--- config.mk ---
export PLATFORM = sky130hd
export DESIGN_NAME = imem_bank_flat
export DESIGN_NICKNAME = d
export VERILOG_FILES = /design/src/rtl/imem_bank_if.sv /design/src/rtl/imem_bank.sv /design/src/flat_wrapper.sv
export SDC_FILE = /design/constraint.sdc
export NUM_CORES = 2
export LEC_CHECK = 0
export CAP_MARGIN = 30
export CORE_ASPECT_RATIO = 0.7
export CORE_MARGIN = 2
export CORE_UTILIZATION = 51
export CTS_BUF_LIST = sky130_fd_sc_hd__clkbuf_2 sky130_fd_sc_hd__clkbuf_4 sky130_fd_sc_hd__clkbuf_8
export DETAILED_ROUTE_END_ITERATION = 16
export GPL_TIMING_DRIVEN = 0
export HOLD_SLACK_MARGIN = 0.02
export PLACE_DENSITY = 0.7
export SLEW_MARGIN = 0
export SYNTH_ARGS = -nofsm -noshare
export SYNTH_HDL_FRONTEND = slang
export SYNTH_SLANG_ARGS = --single-unit
export TNS_END_PERCENT = 20
--- constraint.sdc ---
create_clock -name clk -period 3.31 [get_ports clk]
set_input_delay 0.662 -clock clk [delete_from_list [all_inputs] [get_ports clk]]
set_output_delay 0.662 -clock clk [all_outputs]
set_load 0.01 [all_outputs]
--- src/rtl/imem_bank_if.sv ---
// ----------------------------------------------------------------------------
// imem_bank_if
//  Bundles the clear control, the program-load port and the fetch
//  request/response handshake of the instruction memory bank.
//  master : fetch stage / loader side (drives requests, loads, clr_start)
//  slave  : memory side (imem_bank)
//  Signals:
//   clr_start            pulse, re-clear whole memory
//   busy                 high while clearing
//   ld_valid/ld_ready    load handshake, ld_addr word index, ld_data word
//   req_valid/req_ready  fetch request handshake, req_addr byte address
//   rsp_valid/rsp_ready  fetch response handshake, rsp_data, rsp_fault
// ----------------------------------------------------------------------------
interface imem_bank_if #(
    parameter int DATA_W = 32,
    parameter int ADDR_W = 32,
    parameter int AW     = 6
);
    logic              clr_start;
    logic              busy;
    logic              ld_valid;
    logic              ld_ready;
    logic [AW-1:0]     ld_addr;
    logic [DATA_W-1:0] ld_data;
    logic              req_valid;
    logic              req_ready;
    logic [ADDR_W-1:0] req_addr;
    logic              rsp_valid;
    logic              rsp_ready;
    logic [DATA_W-1:0] rsp_data;
    logic              rsp_fault;

    modport master (
        output clr_start, ld_valid, ld_addr, ld_data, req_valid, req_addr, rsp_ready,
        input  busy, ld_ready, req_ready, rsp_valid, rsp_data, rsp_fault
    );

    modport slave (
        input  clr_start, ld_valid, ld_addr, ld_data, req_valid, req_addr, rsp_ready,
        output busy, ld_ready, req_ready, rsp_valid, rsp_data, rsp_fault
    );
endinterface

--- src/rtl/imem_bank.sv ---
// ----------------------------------------------------------------------------
// imem_bank
//  Parametrised instruction memory sitting between the fetch stage and decode.
//  After reset (or a clr_start pulse) every word is overwritten with NOP_WORD,
//  one word per cycle, before the ports open. Words can be loaded at run time
//  through the load port. Fetches are byte-addressed with a one-cycle
//  registered response; misaligned or out-of-range fetches return NOP_WORD
//  with rsp_fault set.
//  Ports:
//   clk    rising-edge clock
//   reset  asynchronous, active-high
//   bus    imem_bank_if slave modport (clear, load, fetch req/rsp)
// ----------------------------------------------------------------------------
module imem_bank #(
    parameter int                 DATA_W   = 32,
    parameter int                 DEPTH    = 64,
    parameter int                 ADDR_W   = 32,
    parameter logic [DATA_W-1:0]  NOP_WORD = 32'h00000013,
    localparam int                AW       = $clog2(DEPTH)
) (
    input  logic         clk,
    input  logic         reset,
    imem_bank_if.slave   bus
);

    typedef enum logic [0:0] {
        ST_CLEAR = 1'b0,
        ST_RUN   = 1'b1
    } state_t;

    state_t            state_r;
    state_t            state_nxt_s;
    logic [AW-1:0]     cnt_r;
    logic [AW-1:0]     cnt_nxt_s;

    logic [DATA_W-1:0] mem_r [DEPTH];

    logic              rsp_valid_r;
    logic [DATA_W-1:0] rsp_data_r;
    logic              rsp_fault_r;

    logic              run_s;
    logic              enter_clear_s;
    logic              ld_fire_s;
    logic              req_fire_s;
    logic              fault_s;
    logic [AW-1:0]     idx_s;

    assign run_s         = (state_r == ST_RUN);
    assign enter_clear_s = run_s & bus.clr_start;
    assign ld_fire_s     = bus.ld_valid & run_s;
    assign req_fire_s    = bus.req_valid & bus.req_ready;
    assign idx_s         = bus.req_addr[AW+1:2];
    // Any bit above the word index makes the address fall outside the bank.
    assign fault_s       = (bus.req_addr[1:0] != 2'b00) |
                           ((bus.req_addr >> (AW + 2)) != '0);

    assign bus.busy      = ~run_s;
    assign bus.ld_ready  = run_s;
    assign bus.req_ready = run_s & (~rsp_valid_r | bus.rsp_ready);
    assign bus.rsp_valid = rsp_valid_r;
    assign bus.rsp_data  = rsp_data_r;
    assign bus.rsp_fault = rsp_fault_r;

    // State and clear-counter register.
    always_ff @(posedge clk or posedge reset) begin
        if (reset) begin
            state_r <= ST_CLEAR;
            cnt_r   <= '0;
        end else begin
            state_r <= state_nxt_s;
            cnt_r   <= cnt_nxt_s;
        end
    end

    // Next-state logic: sweep every word once, then run until clr_start.
    always_comb begin
        state_nxt_s = state_r;
        cnt_nxt_s   = cnt_r;
        case (state_r)
            ST_CLEAR: begin
                if (cnt_r == AW'(DEPTH - 1)) begin
                    state_nxt_s = ST_RUN;
                    cnt_nxt_s   = '0;
                end else begin
                    cnt_nxt_s   = cnt_r + AW'(1);
                end
            end
            ST_RUN: begin
                if (bus.clr_start) begin
                    state_nxt_s = ST_CLEAR;
                    cnt_nxt_s   = '0;
                end else begin
                    cnt_nxt_s   = '0;
                end
            end
            default: begin
                state_nxt_s = ST_CLEAR;
                cnt_nxt_s   = '0;
            end
        endcase
    end

    // Storage array: no reset so it maps onto a RAM; clear sweep has priority.
    always_ff @(posedge clk) begin
        if (state_r == ST_CLEAR) begin
            mem_r[cnt_r] <= NOP_WORD;
        end else if (ld_fire_s) begin
            mem_r[bus.ld_addr] <= bus.ld_data;
        end
    end

    // Fetch response register. The read uses the pre-edge array contents,
    // so a same-cycle load to the fetched word returns the old word.
    always_ff @(posedge clk or posedge reset) begin
        if (reset) begin
            rsp_valid_r <= 1'b0;
            rsp_data_r  <= '0;
            rsp_fault_r <= 1'b0;
        end else if (enter_clear_s) begin
            rsp_valid_r <= 1'b0;
        end else if (req_fire_s) begin
            rsp_valid_r <= 1'b1;
            rsp_fault_r <= fault_s;
            rsp_data_r  <= fault_s ? NOP_WORD : mem_r[idx_s];
        end else if (bus.rsp_ready) begin
            rsp_valid_r <= 1'b0;
        end
    end

endmodule

--- src/flat_wrapper.sv ---
// flat-port wrapper written by rule: the top's interface ports become plain ports
module imem_bank_flat 
#(
    parameter int                 DATA_W   = 32,
    parameter int                 DEPTH    = 64,
    parameter int                 ADDR_W   = 32,
    parameter logic [DATA_W-1:0]  NOP_WORD = 32'h00000013,
    localparam int                AW       = $clog2(DEPTH)
)
  (clk, reset, bus_clr_start, bus_ld_valid, bus_ld_addr, bus_ld_data, bus_req_valid, bus_req_addr, bus_rsp_ready, bus_busy, bus_ld_ready, bus_req_ready, bus_rsp_valid, bus_rsp_data, bus_rsp_fault);
  imem_bank_if #(.DATA_W(DATA_W), .ADDR_W(ADDR_W), .AW((6))) bus_i ();
  input  logic clk;
  input  logic reset;
  input wire logic [$bits(bus_i.clr_start)-1:0] bus_clr_start;
  input wire logic [$bits(bus_i.ld_valid)-1:0] bus_ld_valid;
  input wire logic [$bits(bus_i.ld_addr)-1:0] bus_ld_addr;
  input wire logic [$bits(bus_i.ld_data)-1:0] bus_ld_data;
  input wire logic [$bits(bus_i.req_valid)-1:0] bus_req_valid;
  input wire logic [$bits(bus_i.req_addr)-1:0] bus_req_addr;
  input wire logic [$bits(bus_i.rsp_ready)-1:0] bus_rsp_ready;
  output wire logic [$bits(bus_i.busy)-1:0] bus_busy;
  output wire logic [$bits(bus_i.ld_ready)-1:0] bus_ld_ready;
  output wire logic [$bits(bus_i.req_ready)-1:0] bus_req_ready;
  output wire logic [$bits(bus_i.rsp_valid)-1:0] bus_rsp_valid;
  output wire logic [$bits(bus_i.rsp_data)-1:0] bus_rsp_data;
  output wire logic [$bits(bus_i.rsp_fault)-1:0] bus_rsp_fault;
  assign bus_i.clr_start = bus_clr_start;
  assign bus_i.ld_valid = bus_ld_valid;
  assign bus_i.ld_addr = bus_ld_addr;
  assign bus_i.ld_data = bus_ld_data;
  assign bus_i.req_valid = bus_req_valid;
  assign bus_i.req_addr = bus_req_addr;
  assign bus_i.rsp_ready = bus_rsp_ready;
  assign bus_busy = bus_i.busy;
  assign bus_ld_ready = bus_i.ld_ready;
  assign bus_req_ready = bus_i.req_ready;
  assign bus_rsp_valid = bus_i.rsp_valid;
  assign bus_rsp_data = bus_i.rsp_data;
  assign bus_rsp_fault = bus_i.rsp_fault;
  imem_bank #(.DATA_W(DATA_W), .DEPTH(DEPTH), .ADDR_W(ADDR_W), .NOP_WORD(NOP_WORD)) u_core (.clk(clk), .reset(reset), .bus(bus_i));
endmodule
==> run_results.csv <==
group,metric,value,unit
outcome,status,"finished, violations left",
outcome,failed_checks,"negative setup slack",
sta,fin_ws,-0.478,ns
pwr,p_seq_frac,0.569,
yosys,synth_cell_types,58,
flow_run,maxCapViolations,0,
detailed_routing,vias,45400,
yosys,yosys_most_used_dff,"edfxtp_1",
yosys,syn_nets,3938,
critical_path,path_class,"register to register",
critical_path,crit_required,3.97,ns
detailed_routing,vias_per_cell,6.69,
pwr,swShare,0.215,
yosys,yosys_warnings,0,
sta,hold_viol,0,
global_routing,grt_pass1_wl,336000,µm
global_routing,grt-ovfl-total,0,
cts,numCtsBuffers,307,
cts,clock_sinks,2089,
yosys,postSynthAreaPerCell,20.9,µm²
pwr,power,50200,µW
placement,post_dp_cell_area,87200,µm²
sta,min_period,3.79,ns
pwr,internal_power,39400,µW
placement,dp_hpwl,160000,µm
floorplan,fp.dieH,337,µm
critical_path,worstSetupEndpointType,"register",
sta,maxSlewViolCount,0,
detailed_routing,wl_per_cell,36.3,µm
yosys,synth-seq-area-share,0.776,
critical_path,worstPathArrival,4.45,ns
sta,worst_slew_pin_slew,1.13,ns
pwr,p_per_area,534,nW/µm²
floorplan,die_w,479,µm
yosys,syn-cell-area,80600,µm²
yosys,syn-instance-count,3861,
global_routing,grt_pass1_vias,43200,
floorplan,io_pins,113,
cells_and_area,layout.nets,4563,
cells_and_area,final_area,94100,µm²
pwr,ir_drop,0.449,mV
sta,rsz0062_at_grt,"yes",
pwr,pwr-share-comb,0.033,
yosys,ys_async_sr_fraction,0.0196,
detailed_routing,drt-initial-drc-count,8248,
sta,max_freq,264,MHz
critical_path,startpoint_type,"register",
floorplan,initial_core_util,0.516,
cts,clkTransAtPathRegs,0.07,ns
detailed_routing,firstDrtPassIters,6,
placement,portBuffers,109,
global_routing,track_usage,0.303,
cts,cts_root_buf,"clkbuf_8",
detailed_routing,drc,0,
cells_and_area,area_delta_synth_final,16.8,%
placement,gp_routability_congestion,0.949,
floorplan,coreArea,156000,µm²
yosys,synth_edf_count,2048,
pwr,clkPwrFrac,0.397,
cts,cts_tree,"yes",
global_routing,grt_max_degree,65,
detailed_routing,drtAntennaViolNets,0,
global_routing,antenna_found_initial,10,
cells_and_area,drive_gt1_frac,0.285,
yosys,yosys_register_bits,2089,
pwr,p_leak,0.0261,µW
floorplan,row_count,121,
detailed_routing,drt-total-wl,247000,µm
cts,clockBufferDepth,4,
cts,clk-insertion-delay-late,1.02,ns
floorplan,die_area,161000,µm²
min_path,min-delay-path-class,"primary input to register",
cts,htree_levels,5,
sta,post-route-period-util,1.14,
sta,timing.slew.headroom,0.247,
sta,skew,0.0489,ns
critical_path,cp_max_fo,22,
pwr,power.switching,10800,µW
sta,finalSetupViolCount,837,
## flip-flops by register name, indices dropped and copies added, names as in the netlist
name                  flops
u_core.bus.ld_ready       1
u_core.bus.rsp_data      32
u_core.bus.rsp_fault      1
u_core.bus.rsp_valid      1
u_core.cnt_r              6
u_core.mem_r           2048
## final timing paths
check / start / end / slack (ns) / cells past startpoint
max: u_core.bus.ld_ready / u_core.mem_r[29][29] / -0.48 / 7
max in group asynchronous: reset / u_core.bus.rsp_data[7] / 2.42 / 4
min: bus_req_valid / u_core.bus.rsp_valid / 0.32 / 3
min reg2reg: u_core.bus.rsp_data[16] / u_core.bus.rsp_data[16] / 0.54 / 1
max reg2reg: u_core.bus.ld_ready / u_core.mem_r[29][29] / -0.48 / 7
min in group asynchronous: reset / u_core.bus.ld_ready / 0.41 / 3
## power groups by stage
stage                     combinational (µW)  clock (µW)  sequential, µW
final                                   1670       19900           28600
after global routing                    1720       21100           28600
after global placement                  1540           0           29100
after floorplan                          906           0           29100
after CTS                               1600       20000           28600
after detailed placement                1580           0           29100
## layer usage
metal  global-route usage  wire (µm)  up-vias
li1                     -          -    17400
met1                0.443      94100    23400
met2                0.403     101000     3936
met3                0.116      40300      626
met4                0.130      11500        4
met5              0.00618        141        -
## cell usage in the layout (no fill, tap or decap), types with 9 or more instances in the layout
cell type | Yosys | final
a211oi_1 | 88 | 64
a211oi_2 | 0 | 17
a21oi_1 | 33 | 33
a221o_1 | 28 | 28
a221oi_1 | 29 | 28
a22oi_1 | 37 | 37
a32o_1 | 29 | 29
and2_1 | 33 | 32
and3_2 | 0 | 15
and3_4 | 0 | 14
buf_12 | 0 | 106
buf_16 | 0 | 20
buf_2 | 92 | 102
buf_4 | 29 | 88
buf_6 | 18 | 18
clkbuf_1 | 76 | 66
clkbuf_2 | 0 | 11
clkbuf_4 | 0 | 109
clkbuf_8 | 0 | 316
clkdlybuf4s50_1 | 0 | 107
clkinv_1 | 0 | 59
clkinv_2 | 0 | 22
dfrtp_1 | 41 | 41
diode_2 | 0 | 9
edfxtp_1 | 2048 | 2048
mux2_2 | 38 | 38
mux2i_1 | 376 | 368
mux4_2 | 337 | 337
nand2_1 | 146 | 134
nand2_2 | 1 | 13
nand3_1 | 14 | 13
nor2_1 | 79 | 15
nor2_4 | 0 | 65
nor2b_1 | 18 | 17
o21ai_0 | 35 | 26
o221ai_1 | 84 | 84
o22ai_1 | 35 | 35
## Yosys cell counts, types with 29 or more instances
cell type | n | share of area
mux2i_1 | 376 | 0.047
and2_1 | 33 | 0.0026
a221oi_1 | 29 | 0.0032
nor2_1 | 79 | 0.0037
mux2_2 | 38 | 0.0053
clkbuf_1 | 76 | 0.0035
o22ai_1 | 35 | 0.0027
mux4_2 | 337 | 0.094
nand2_1 | 146 | 0.0068
buf_4 | 29 | 0.0027
buf_2 | 92 | 0.0057
o21ai_0 | 35 | 0.0022
edfxtp_1 | 2048 | 0.76
a211oi_1 | 88 | 0.0082
a21oi_1 | 33 | 0.0020
o221ai_1 | 84 | 0.0091
dfrtp_1 | 41 | 0.013
a32o_1 | 29 | 0.0036
a22oi_1 | 37 | 0.0034
and3_1 | 31 | 0.0024
## stage by stage
stage	hold slack [ns]	TNS, ns	utilization	instances	setup slack, ns
finish	0.315	-127.30	0.602	6787	-0.478
global route	0.361	-101.37	0.602	6780	-0.398
CTS	0.246	-14.70	0.599	6750	-0.109
detailed placement	0.529	-1346.19	0.558	6198	-1.68
global placement	0.529	-7765.85	0.539	6061	-3.44
floorplan	0.491	-131.92	-	3861	-0.197
## repair_timing
| item | in CTS | in global routing |
|---|---|---|
| pin swaps | 35 | 29 |
| endpoints found under the setup margin | 1692 | 1056 |
| endpoints found under the hold margin | 10 | 0 |
| setup buffers | 41 | 25 |
| gates resized for setup | 47 | 53 |
| hold buffers | 1 | 0 |
## cell type report
cell class	instances	area [µm²]
repair buffers	316	4350
clock inverters	94	523
plain buffers	222	1240
clock buffers	416	5100
well taps	2091	2620
multi-input cells	1545	17700
flip-flops and latches	2089	62500
fillers	10800	62200
inverters	5	18.8
diodes	9	22.5
## critical path: stages, from the launching register on
cell      delay [ns]
dfrtp_1         0.44
clkbuf_2        0.28
nand2_1         0.24
clkbuf_1        0.33
o21ai_0         0.43
nand2_1         0.62
nor2_4          0.77
buf_12          0.29
## cell families (layout without fill, tap and decap cells)
logic type,count (synthesis),after routing,share of synthesized area
buffers and inverters,227,1053,0.0152
DFF,2089,2089,0.776
and+or+nand+nor,362,362,0.0212
muxes,751,751,0.146
adders and majority gates,1,1,0.000155
xor gates and xnor gates,4,4,0.000435
AOI/OAI and AO/OA,427,427,0.0408
other,0,9,0
Power figures use the tool's default switching activity.
